## src/rtl/booth_pkg.sv

```systemverilog
// Shared types and default sizing for the Booth multiplier arbiter.
package booth_pkg;

  typedef enum logic [1:0] {
    IDLE = 2'd0,
    CALC = 2'd1,
    DONE = 2'd2
  } state_t;

  localparam int DEF_WIDTH = 8;
  localparam int DEF_NREQ  = 4;

endpackage

```

## src/rtl/booth_seq_core.sv

```systemverilog
// Radix-2 Booth sequential multiplier: one add/sub-and-shift step per cycle,
// WIDTH steps per product. o_done flags the cycle in which the last step runs.
module booth_seq_core
  import booth_pkg::*;
#(
  parameter int WIDTH = DEF_WIDTH
) (
  input  logic                 clk,
  input  logic                 rst,
  input  logic                 i_start,
  input  logic [WIDTH-1:0]     i_a,
  input  logic [WIDTH-1:0]     i_b,
  output logic                 o_done,
  output logic [2*WIDTH-1:0]   o_p
);

  localparam int CW = $clog2(WIDTH) + 1;

  // One guard bit on acc/m keeps the most negative multiplicand from overflowing.
  logic [WIDTH:0]   r_acc;
  logic [WIDTH:0]   r_m;
  logic [WIDTH-1:0] r_q;
  logic             r_q0;
  logic [CW-1:0]    r_cnt;
  logic             r_run;
  logic [WIDTH:0]   w_sum;

  always_comb begin
    w_sum = r_acc;
    case ({r_q[0], r_q0})
      2'b01:   w_sum = r_acc + r_m;
      2'b10:   w_sum = r_acc - r_m;
      default: w_sum = r_acc;
    endcase
  end

  assign o_done = r_run && (r_cnt == CW'(WIDTH - 1));
  assign o_p    = {r_acc[WIDTH-1:0], r_q};

  always_ff @(posedge clk) begin
    if (rst) begin
      r_acc <= '0;
      r_m   <= '0;
      r_q   <= '0;
      r_q0  <= 1'b0;
      r_cnt <= '0;
      r_run <= 1'b0;
    end else if (i_start) begin
      r_acc <= '0;
      r_m   <= {i_a[WIDTH-1], i_a};
      r_q   <= i_b;
      r_q0  <= 1'b0;
      r_cnt <= '0;
      r_run <= 1'b1;
    end else if (r_run) begin
      r_acc <= {w_sum[WIDTH], w_sum[WIDTH:1]};
      r_q   <= {w_sum[0], r_q[WIDTH-1:1]};
      r_q0  <= r_q[0];
      r_cnt <= r_cnt + 1'b1;
      if (o_done) r_run <= 1'b0;
    end
  end

endmodule

```

## src/rtl/booth_mul_arbiter.sv

```systemverilog
// Round-robin arbiter feeding one shared sequential Booth multiplier.
// Optional per-requester completion counters: define BOOTH_ARB_PERF_EN.
module booth_mul_arbiter
  import booth_pkg::*;
#(
  parameter int NREQ  = DEF_NREQ,
  parameter int WIDTH = DEF_WIDTH
) (
  input  logic                      clk,
  input  logic                      rst,
  input  logic [NREQ-1:0]           req_valid,
  output logic [NREQ-1:0]           req_ready,
  input  logic [NREQ*WIDTH-1:0]     req_a,
  input  logic [NREQ*WIDTH-1:0]     req_b,
  output logic                      rsp_valid,
  input  logic                      rsp_ready,
  output logic [2*WIDTH-1:0]        rsp_p,
  output logic [$clog2(NREQ)-1:0]   rsp_id,
`ifdef BOOTH_ARB_PERF_EN
  output logic [NREQ*16-1:0]        perf_ops,
`endif
  output logic                      busy
);

  localparam int IDW = $clog2(NREQ);

  state_t           r_state;
  state_t           w_next;
  logic [IDW-1:0]   r_ptr;
  logic [IDW-1:0]   r_id;
  logic [IDW-1:0]   w_gnt;
  logic             w_any;
  logic             w_xfer;
  logic             w_core_done;
  logic [2*WIDTH-1:0] w_core_p;

  // First valid requester at or after r_ptr, wrapping around.
  always_comb begin
    int idx;
    idx   = 0;
    w_any = 1'b0;
    w_gnt = '0;
    for (int k = 0; k < NREQ; k++) begin
      idx = int'(r_ptr) + k;
      if (idx >= NREQ) idx = idx - NREQ;
      if (!w_any && req_valid[idx]) begin
        w_any = 1'b1;
        w_gnt = IDW'(idx);
      end
    end
  end

  assign w_xfer = (r_state == IDLE) && w_any && !rst;

  always_comb begin
    req_ready = '0;
    if (w_xfer) req_ready[w_gnt] = 1'b1;
  end

  always_ff @(posedge clk) begin
    if (rst) r_state <= IDLE;
    else     r_state <= w_next;
  end

  always_comb begin
    w_next = r_state;
    case (r_state)
      IDLE:    if (w_xfer)      w_next = CALC;
      CALC:    if (w_core_done) w_next = DONE;
      DONE:    if (rsp_ready)   w_next = IDLE;
      default: w_next = IDLE;
    endcase
  end

  always_ff @(posedge clk) begin
    if (rst) begin
      r_ptr <= '0;
      r_id  <= '0;
    end else if (w_xfer) begin
      r_id  <= w_gnt;
      r_ptr <= (w_gnt == IDW'(NREQ - 1)) ? '0 : w_gnt + 1'b1;
    end
  end

  booth_seq_core #(.WIDTH(WIDTH)) u_core (
    .clk     (clk),
    .rst     (rst),
    .i_start (w_xfer),
    .i_a     (req_a[w_gnt*WIDTH +: WIDTH]),
    .i_b     (req_b[w_gnt*WIDTH +: WIDTH]),
    .o_done  (w_core_done),
    .o_p     (w_core_p)
  );

  assign rsp_valid = (r_state == DONE);
  assign busy      = (r_state != IDLE);
  assign rsp_id    = r_id;
  assign rsp_p     = w_core_p;

`ifdef BOOTH_ARB_PERF_EN
  logic [15:0] r_perf [NREQ];

  always_ff @(posedge clk) begin
    if (rst) begin
      for (int i = 0; i < NREQ; i++) r_perf[i] <= '0;
    end else if (rsp_valid && rsp_ready) begin
      r_perf[r_id] <= r_perf[r_id] + 16'd1;
    end
  end

  for (genvar g = 0; g < NREQ; g++) begin : g_perf
    assign perf_ops[g*16 +: 16] = r_perf[g];
  end
`endif

endmodule

```

## config.mk

```make
export PLATFORM = sky130hd
export DESIGN_NAME = booth_mul_arbiter
export DESIGN_NICKNAME = d
export VERILOG_FILES = /design/src/rtl/booth_pkg.sv /design/src/rtl/booth_seq_core.sv /design/src/rtl/booth_mul_arbiter.sv
export SDC_FILE = /design/constraint.sdc
export NUM_CORES = 1
export LEC_CHECK = 0
export ABC_AREA = 0
export BUFFER_PORTS_ARGS = -buffer_cell sky130_fd_sc_hd__buf_2
export CORE_ASPECT_RATIO = 0.6
export CORE_MARGIN = 2
export CORE_UTILIZATION = 55
export CTS_BUF_LIST = sky130_fd_sc_hd__clkbuf_4 sky130_fd_sc_hd__clkbuf_8
export DETAILED_ROUTE_END_ITERATION = 16
export GPL_ROUTABILITY_DRIVEN = 0
export PLACE_DENSITY = 0.87
export SETUP_SLACK_MARGIN = 0.15
export SLEW_MARGIN = 10
export SYNTH_ARGS = -nofsm -noshare
export SYNTH_HDL_FRONTEND = slang
export SYNTH_SLANG_ARGS = --single-unit
```

## constraint.sdc

```tcl
create_clock -name clk -period 6.95 [get_ports clk]
set_input_delay 1.39 -clock clk [delete_from_list [all_inputs] [get_ports clk]]
set_output_delay 1.39 -clock clk [all_outputs]
set_load 0.05 [all_outputs]
```

Yosys cells after proc, flatten, opt, wreduce, memory -nomap -nowiden --
Cells that the tools add are included.
Word-level totals: bits in registers 36, input port bits 71, output and inout bits 24, logic and storage cells 95
Cells by class: $add $sub $neg 11, magnitude comparators 10, equality and inequality tests 9, shift operators 2, muxes and demuxes 38, reductions and logical operators 16
Operators by type and width (count):
- less-than comparator 32 x 4 -> 1 bit (second input constant) | 4
- two-way mux 32 bit | 4
- variable part select 32 x 6 -> 8 bit | 2
- one-hot mux 9 bit (2 select lines) | 1
- two-way mux 1 bit | 16
- two-way mux 2 bit | 8
- two-way mux 8 bit | 2
- subtractor 3 x 3 -> 4 bit (second input constant) | 3
- adder 8 x 8 -> 9 bit | 1
- greater-or-equal comparator 3 bit (second input constant) | 3
- subtractor 8 x 8 -> 9 bit | 1
- binary-select mux 1 bit (select 2 bit) | 4
- logical AND 1 bit | 7
- adder 2 x 2 -> 3 bit (second input constant) | 2
- == test 2 bit (second input constant) | 3
- inequality test 2 x 1 -> 1 bit (second input constant) | 3
- one-hot mux 2 bit (3 select lines) | 1
- adder 4 x 1 -> 4 bit (second input constant) | 1
- == test 2 x 1 -> 1 bit (second input constant) | 2
- == test 4 x 3 -> 1 bit (second input constant) | 1
- logical NOT 1 bit | 4
- two-way mux 4 bit | 1
- nonzero test 2 bit | 2
- subtractor 2 x 3 -> 4 bit (second input constant) | 1
- 9 further kinds | 9

Logic depth before layout (Yosys ltp) --
depth after elaboration 20, depth in mapped cells 12, depth with buffers taken out 11

Modules after synthesis --
From an unflattened synthesis, not the netlist that was laid out.
Second synthesis, totals: cells, all modules 356, area, all modules 2687.6 µm²
By module, submodules not included:
- booth_seq_core | times used 1, cells each 209, area an instance 1754.2 µm², seq. area each 600.6 µm²
- booth_mul_arbiter | times used 1, cells each 147, area an instance 933.4 µm², seq. area each 120.1 µm²

Worst setup path before layout --
No wires, ideal clock.
kind input-to-output, start input req_valid[0], end output req_ready[3], arrival 2870 ps, data required time 5560 ps, setup slack 2690 ps, stages 7, path buffers 2, path through nor2b_1 -> a211o_1 -> a21oi_2 -> buf_6 -> buf_4 -> ha_1 -> and2_1
Between the ends: word-level cells in the longest chain between the ends 18, elaborated cells on any way between the ends 34, classes of those cells order compare (2); mux (23); reduce/logical (9)
RTL lines:
- from (decl) | line booth_mul_arbiter.sv:11 | input logic [NREQ-1:0] req_valid,
- binary-select mux 1 bit (select 2 bit) | line booth_mul_arbiter.sv:46 | if (!w_any && req_valid[idx]) begin
- two-way mux 1 bit (implied by the code) (2 in series) | line booth_mul_arbiter.sv:46
- two-way mux 1 bit | line booth_mul_arbiter.sv:46
- logical NOT 1 bit | line booth_mul_arbiter.sv:46
- logical AND 1 bit | line booth_mul_arbiter.sv:46
- two-way mux 1 bit | line booth_mul_arbiter.sv:46
- logical NOT 1 bit | line booth_mul_arbiter.sv:46
- logical AND 1 bit | line booth_mul_arbiter.sv:46
- (+2 left out)
- logical AND 1 bit | line booth_mul_arbiter.sv:46
- two-way mux 2 bit (*) | line booth_mul_arbiter.sv:46
- named net w_gnt[0] | line booth_mul_arbiter.sv:31 | logic [IDW-1:0] w_gnt;
- less-than comparator 2 x 3 -> 1 bit (implied by the code) or greater-or-equal comparator 2 x 1 -> 1 bit (tied branches) | line booth_mul_arbiter.sv:57 | if (w_xfer) req_ready[w_gnt] = 1'b1;
- logical AND 1 bit (implied by the code) | line booth_mul_arbiter.sv:57
- two-way mux 1 bit (implied by the code) | line booth_mul_arbiter.sv:57
- demux 1 bit (select 2 bit) (*) | line booth_mul_arbiter.sv:57
- two-way mux 4 bit (*) | line booth_mul_arbiter.sv:57
- to (decl) | line booth_mul_arbiter.sv:12 | output logic [NREQ-1:0] req_ready,
The timed path passes the listed nets; every way through them passes the cells marked *. The select of a mux whose other input is x is not followed.

Worst setup path in the final report --
start input req_valid[0], end output req_ready[2]
Between the ends: word-level cells in the longest chain between the ends 18, elaborated cells on any way between the ends 34, classes of those cells order compare (2); mux (23); reduce/logical (9)
RTL lines (line):
- binary-select mux 1 bit (select 2 bit) | booth_mul_arbiter.sv:46
- two-way mux 1 bit (implied by the code) (2 in series) | booth_mul_arbiter.sv:46
- two-way mux 1 bit | booth_mul_arbiter.sv:46
- logical NOT 1 bit | booth_mul_arbiter.sv:46
- logical AND 1 bit | booth_mul_arbiter.sv:46
- two-way mux 1 bit | booth_mul_arbiter.sv:46
- logical NOT 1 bit | booth_mul_arbiter.sv:46
- logical AND 1 bit | booth_mul_arbiter.sv:46
- two-way mux 1 bit | booth_mul_arbiter.sv:46
- logical NOT 1 bit | booth_mul_arbiter.sv:46
- logical AND 1 bit | booth_mul_arbiter.sv:46
- two-way mux 2 bit | booth_mul_arbiter.sv:46
- less-than comparator 2 x 3 -> 1 bit (implied by the code) or greater-or-equal comparator 2 x 1 -> 1 bit (tied branches) | booth_mul_arbiter.sv:57
- logical AND 1 bit (implied by the code) | booth_mul_arbiter.sv:57
- two-way mux 1 bit (implied by the code) | booth_mul_arbiter.sv:57
- demux 1 bit (select 2 bit) | booth_mul_arbiter.sv:57
- two-way mux 4 bit (*) | booth_mul_arbiter.sv:57
Mark *: on every way between the ends. The rest lies on a longest branch, timed or not. The select of a mux whose other input is x is not followed.

==> impl_metrics.toml <==
[drt]
via_per_inst = 5.54
route.detailed.drc = 0
detailedRoute.firstPassIterationCount = 4
vias = 2369
totalWireLength_um = 5960
antenna_left = 0
drtIter0Drc = 91
avgRoutedWirePerCell_um = 13.9

[die]
fp.dieH_um = 56.6
ioPinCount = 95
floorplan.die_area_sq_um = 5190
core-area_sq_um = 4490
die_w_um = 91.7
rows = 19
initial_utilization = 0.564

[global_route]
grt_max_degree = 29
grtUsageMet2 = 0.357
overall_global_routing_usage = 0.239
met1_usage = 0.345
grtUsageMet3 = 0.0550
global_route.peak_usage_layer = "met2"
global_route.overflow_total = 0
number_of_antenna_violations_at_the_first_check_in_global_routing = 0
number_of_global_route_vias_before_repair = 2155
first_pass_grt_wire_length_um = 9960

[synthesis]
yosys-top-cells-area = "sky130_fd_sc_hd__dfxtp_1 28%, sky130_fd_sc_hd__mux2i_1 15%, sky130_fd_sc_hd__ha_1 7.4%"
synth_area_leader_cell = "sky130_fd_sc_hd__dfxtp_1"
number_of_warnings_printed_during_yosys_synthesis = 0
post_synth_instance_area_sq_um = 2540
mappedNetlistNets = 362
synthesis.area_per_instance_sq_um = 9.22
yosys.area.top_type_share = 0.284
synthesis.instances = 275
yosys_register_bits = 36
synth-edff-count = 0
ys.flop_type = "sky130_fd_sc_hd__dfxtp_1"
netlist-cell-type-count = 45
async_reset_ff_frac = 0
ys_seq_area_frac = 0.284

[worst_setup_path]
cpPeakStageDelay_ps = 800
worst_path_slowest_cell = "sky130_fd_sc_hd__a21oi_4"
crit_buf_inv = 3
critical_path.startpoint = "req_valid[0]"
worst_ep_arrival_time_ps = 3520
critical_path.endpoint = "req_ready[2]"
r2r-start = "u_core.r_q[0]"
timing.critical_path.required_ps = 5560
cp_cell_sequence = "buf_2 -> nor2b_1 -> a211o_1 -> a21oi_4 -> inv_1 -> ha_1 -> and2_1 -> buf_2"
crit_path_frequent_cell = "sky130_fd_sc_hd__buf_2"
critical_path_class = "in2out"
worstSetupStartpointType = "primary input"
crit_cells = 8
timing.critical_path.max_delay_family = "compound AO/OA/AOI/OAI gates"
setup.reg_to_reg.worst_slack_ps = 4180
r2r_endpoint = "u_core.r_acc[7]"
reg2regPathDepth = 10
timing.critical_path.fanout_max = 28
critPathCaptureType = "primary output"

[sta]
finalHoldViolCount = 0
final.setup.tns_ps = 0
slew_viol_final = 0
timing.clock.skew_ps = 6.49
fmax_mhz = 204
rsz_0062_raised_after_global_routing = "no"
timing.final.crit_share = 0.706
maxSlewHeadroom = 0.336
worst_pin_slew_ps = 993
layout_min_cycle_time_ps = 4910
setup_violations = 0

[job]
cap_viol_max_count = 0

[clock_tree]
tritoncts.num_buffers = 5
post_cts.resized_instances = 0
insertion_delay_ps = 280
cts_root_buffer = "sky130_fd_sc_hd__clkbuf_8"
clk_transition_reported_paths_ps = 60
setup_fix_bufs_post_cts = 0
max-clock-path-buffers = 2
postCtsHoldBufs = 0
cts_htree_levels = 2
cts_tree = "yes"
cts.sink_count = 36

[cells_and_area]
layout-area-overhead-vs-synth_pct = 23.3
layout.cells.most_common = "sky130_fd_sc_hd__buf_2"
most-common-layout-cells = "94 x sky130_fd_sc_hd__buf_2, 38 x sky130_fd_sc_hd__mux2i_1, 36 x sky130_fd_sc_hd__dfxtp_1"
post_layout_nonfiller_instances = 428
fin_nets = 451
layout-drive-gt1-share = 0.326
antennaDiodeCount = 0

[pwr]
leakagePower_nw = 1.46
power.density_cell_area_nw_per_um2 = 228
ir_worst_vdd_v = 0.000102
power.total_mw = 0.713

[worst_hold_path]
whs_path_depth = 2
worst_hold_path_type = "reg2reg"

[status]
outcome = "finished clean"

[place]
number_of_port_buffers = 94
detailedPlacementHpwl_um = 4670
post-place-cells = 420
power breakdown:
group	leakage, nW	internal (mW)	switching [mW]
Combinational	1.11	0.136	0.172
Sequential	0.296	0.224	0.0207
Clock	0.0523	0.0887	0.0724
cell usage after synthesis (2+ instances only):
cell and number:
sky130_fd_sc_hd__a21oi_2 2, sky130_fd_sc_hd__nand4_1 2, sky130_fd_sc_hd__buf_2 3, sky130_fd_sc_hd__mux2i_1 38
sky130_fd_sc_hd__xnor2_1 10, sky130_fd_sc_hd__nor2_1 35, sky130_fd_sc_hd__o21a_1 3, sky130_fd_sc_hd__o21ai_0 9
sky130_fd_sc_hd__or2_2 2, sky130_fd_sc_hd__a311oi_1 3, sky130_fd_sc_hd__nand2_1 9, sky130_fd_sc_hd__a221o_1 7
sky130_fd_sc_hd__clkbuf_1 8, sky130_fd_sc_hd__ha_1 15, sky130_fd_sc_hd__a211oi_1 2, sky130_fd_sc_hd__a21oi_1 19
sky130_fd_sc_hd__or3_1 3, sky130_fd_sc_hd__and2_1 4, sky130_fd_sc_hd__nor3_1 5, sky130_fd_sc_hd__dfxtp_1 36
sky130_fd_sc_hd__xor2_1 4, sky130_fd_sc_hd__a221oi_1 3, sky130_fd_sc_hd__nor2b_1 3, sky130_fd_sc_hd__nand2b_1 7
sky130_fd_sc_hd__inv_1 11, sky130_fd_sc_hd__mux4_2 8, sky130_fd_sc_hd__o211ai_1 3, sky130_fd_sc_hd__a21o_1 4
logic make-up (layout without fill, tap and decap cells):
| family | Yosys count | count (layout) | synth area share |
|---|---|---|---|
| buffers and inverters | 26 | 116 | 0.0498 |
| flip-flops | 36 | 36 | 0.284 |
| XOR/XNOR | 14 | 14 | 0.0483 |
| multiplexers | 46 | 46 | 0.221 |
| AO/OA/AOI/OAI | 63 | 63 | 0.175 |
| AND/OR/NAND/NOR | 74 | 74 | 0.140 |
| adder cells (fa/ha/maj) | 16 | 16 | 0.0819 |
worst min-delay path by stage:
stage                             to       start  slack [ps]
final                      rsp_id[1]   rsp_id[1]         480
after global routing      r_state[0]  r_state[1]         530
after CTS                  rsp_id[1]   rsp_id[1]         490
after detailed placement  r_state[0]  r_state[1]         470
after global placement    r_state[0]  r_state[1]         460
after floorplan           r_state[0]  r_state[1]         430
area by class of cell:
| type | count | area (sq um) |
|---|---|---|
| multi-input cells | 213 | 1700 |
| fillers | 368 | 1370 |
| flip-flops and latches | 36 | 721 |
| repair buffers | 96 | 485 |
| clock buffers | 8 | 97.6 |
| well taps | 63 | 78.8 |
| inverters | 12 | 47.5 |
through the flow:
stage | utilization | hold slack [ps] | setup WS [ps] | instance area (sq um)
2_1_floorplan | - | 429 | 2690 | 2540
4_1_cts | 0.696 | 490 | 2030 | 3130
5_1_grt | 0.696 | 532 | 1880 | 3130
3_5_place_dp | 0.674 | 470 | 2030 | 3030
3_3_place_gp | 0.674 | 458 | 2180 | 3030
6_report | 0.696 | 482 | 2040 | 3130
metal layers:
layer	part of all wire	vias to the layer above	routed length [um]
met2	0.43	103	2560
met4	0.011	0	68
li1	-	1188	-
met5	0	-	0
met1	0.48	1070	2870
met3	0.077	8	456
worst min-delay path: cells and delay by family, from the launching register on:
kind            cells  cell delay [ps]
compound gates      1               60
flops               1              320
simple gates        1               70
sequential cells by signal, indices dropped and copies added, names as in the netlist:
name and cells:
r_ptr 2, u_core.r_cnt 4, u_core.r_m 8, u_core.r_run 1, r_state 2, u_core.r_acc 8
u_core.r_q 8, u_core.r_q0 1, rsp_id 2
Note: power is estimated with default switching activity, not from simulation.
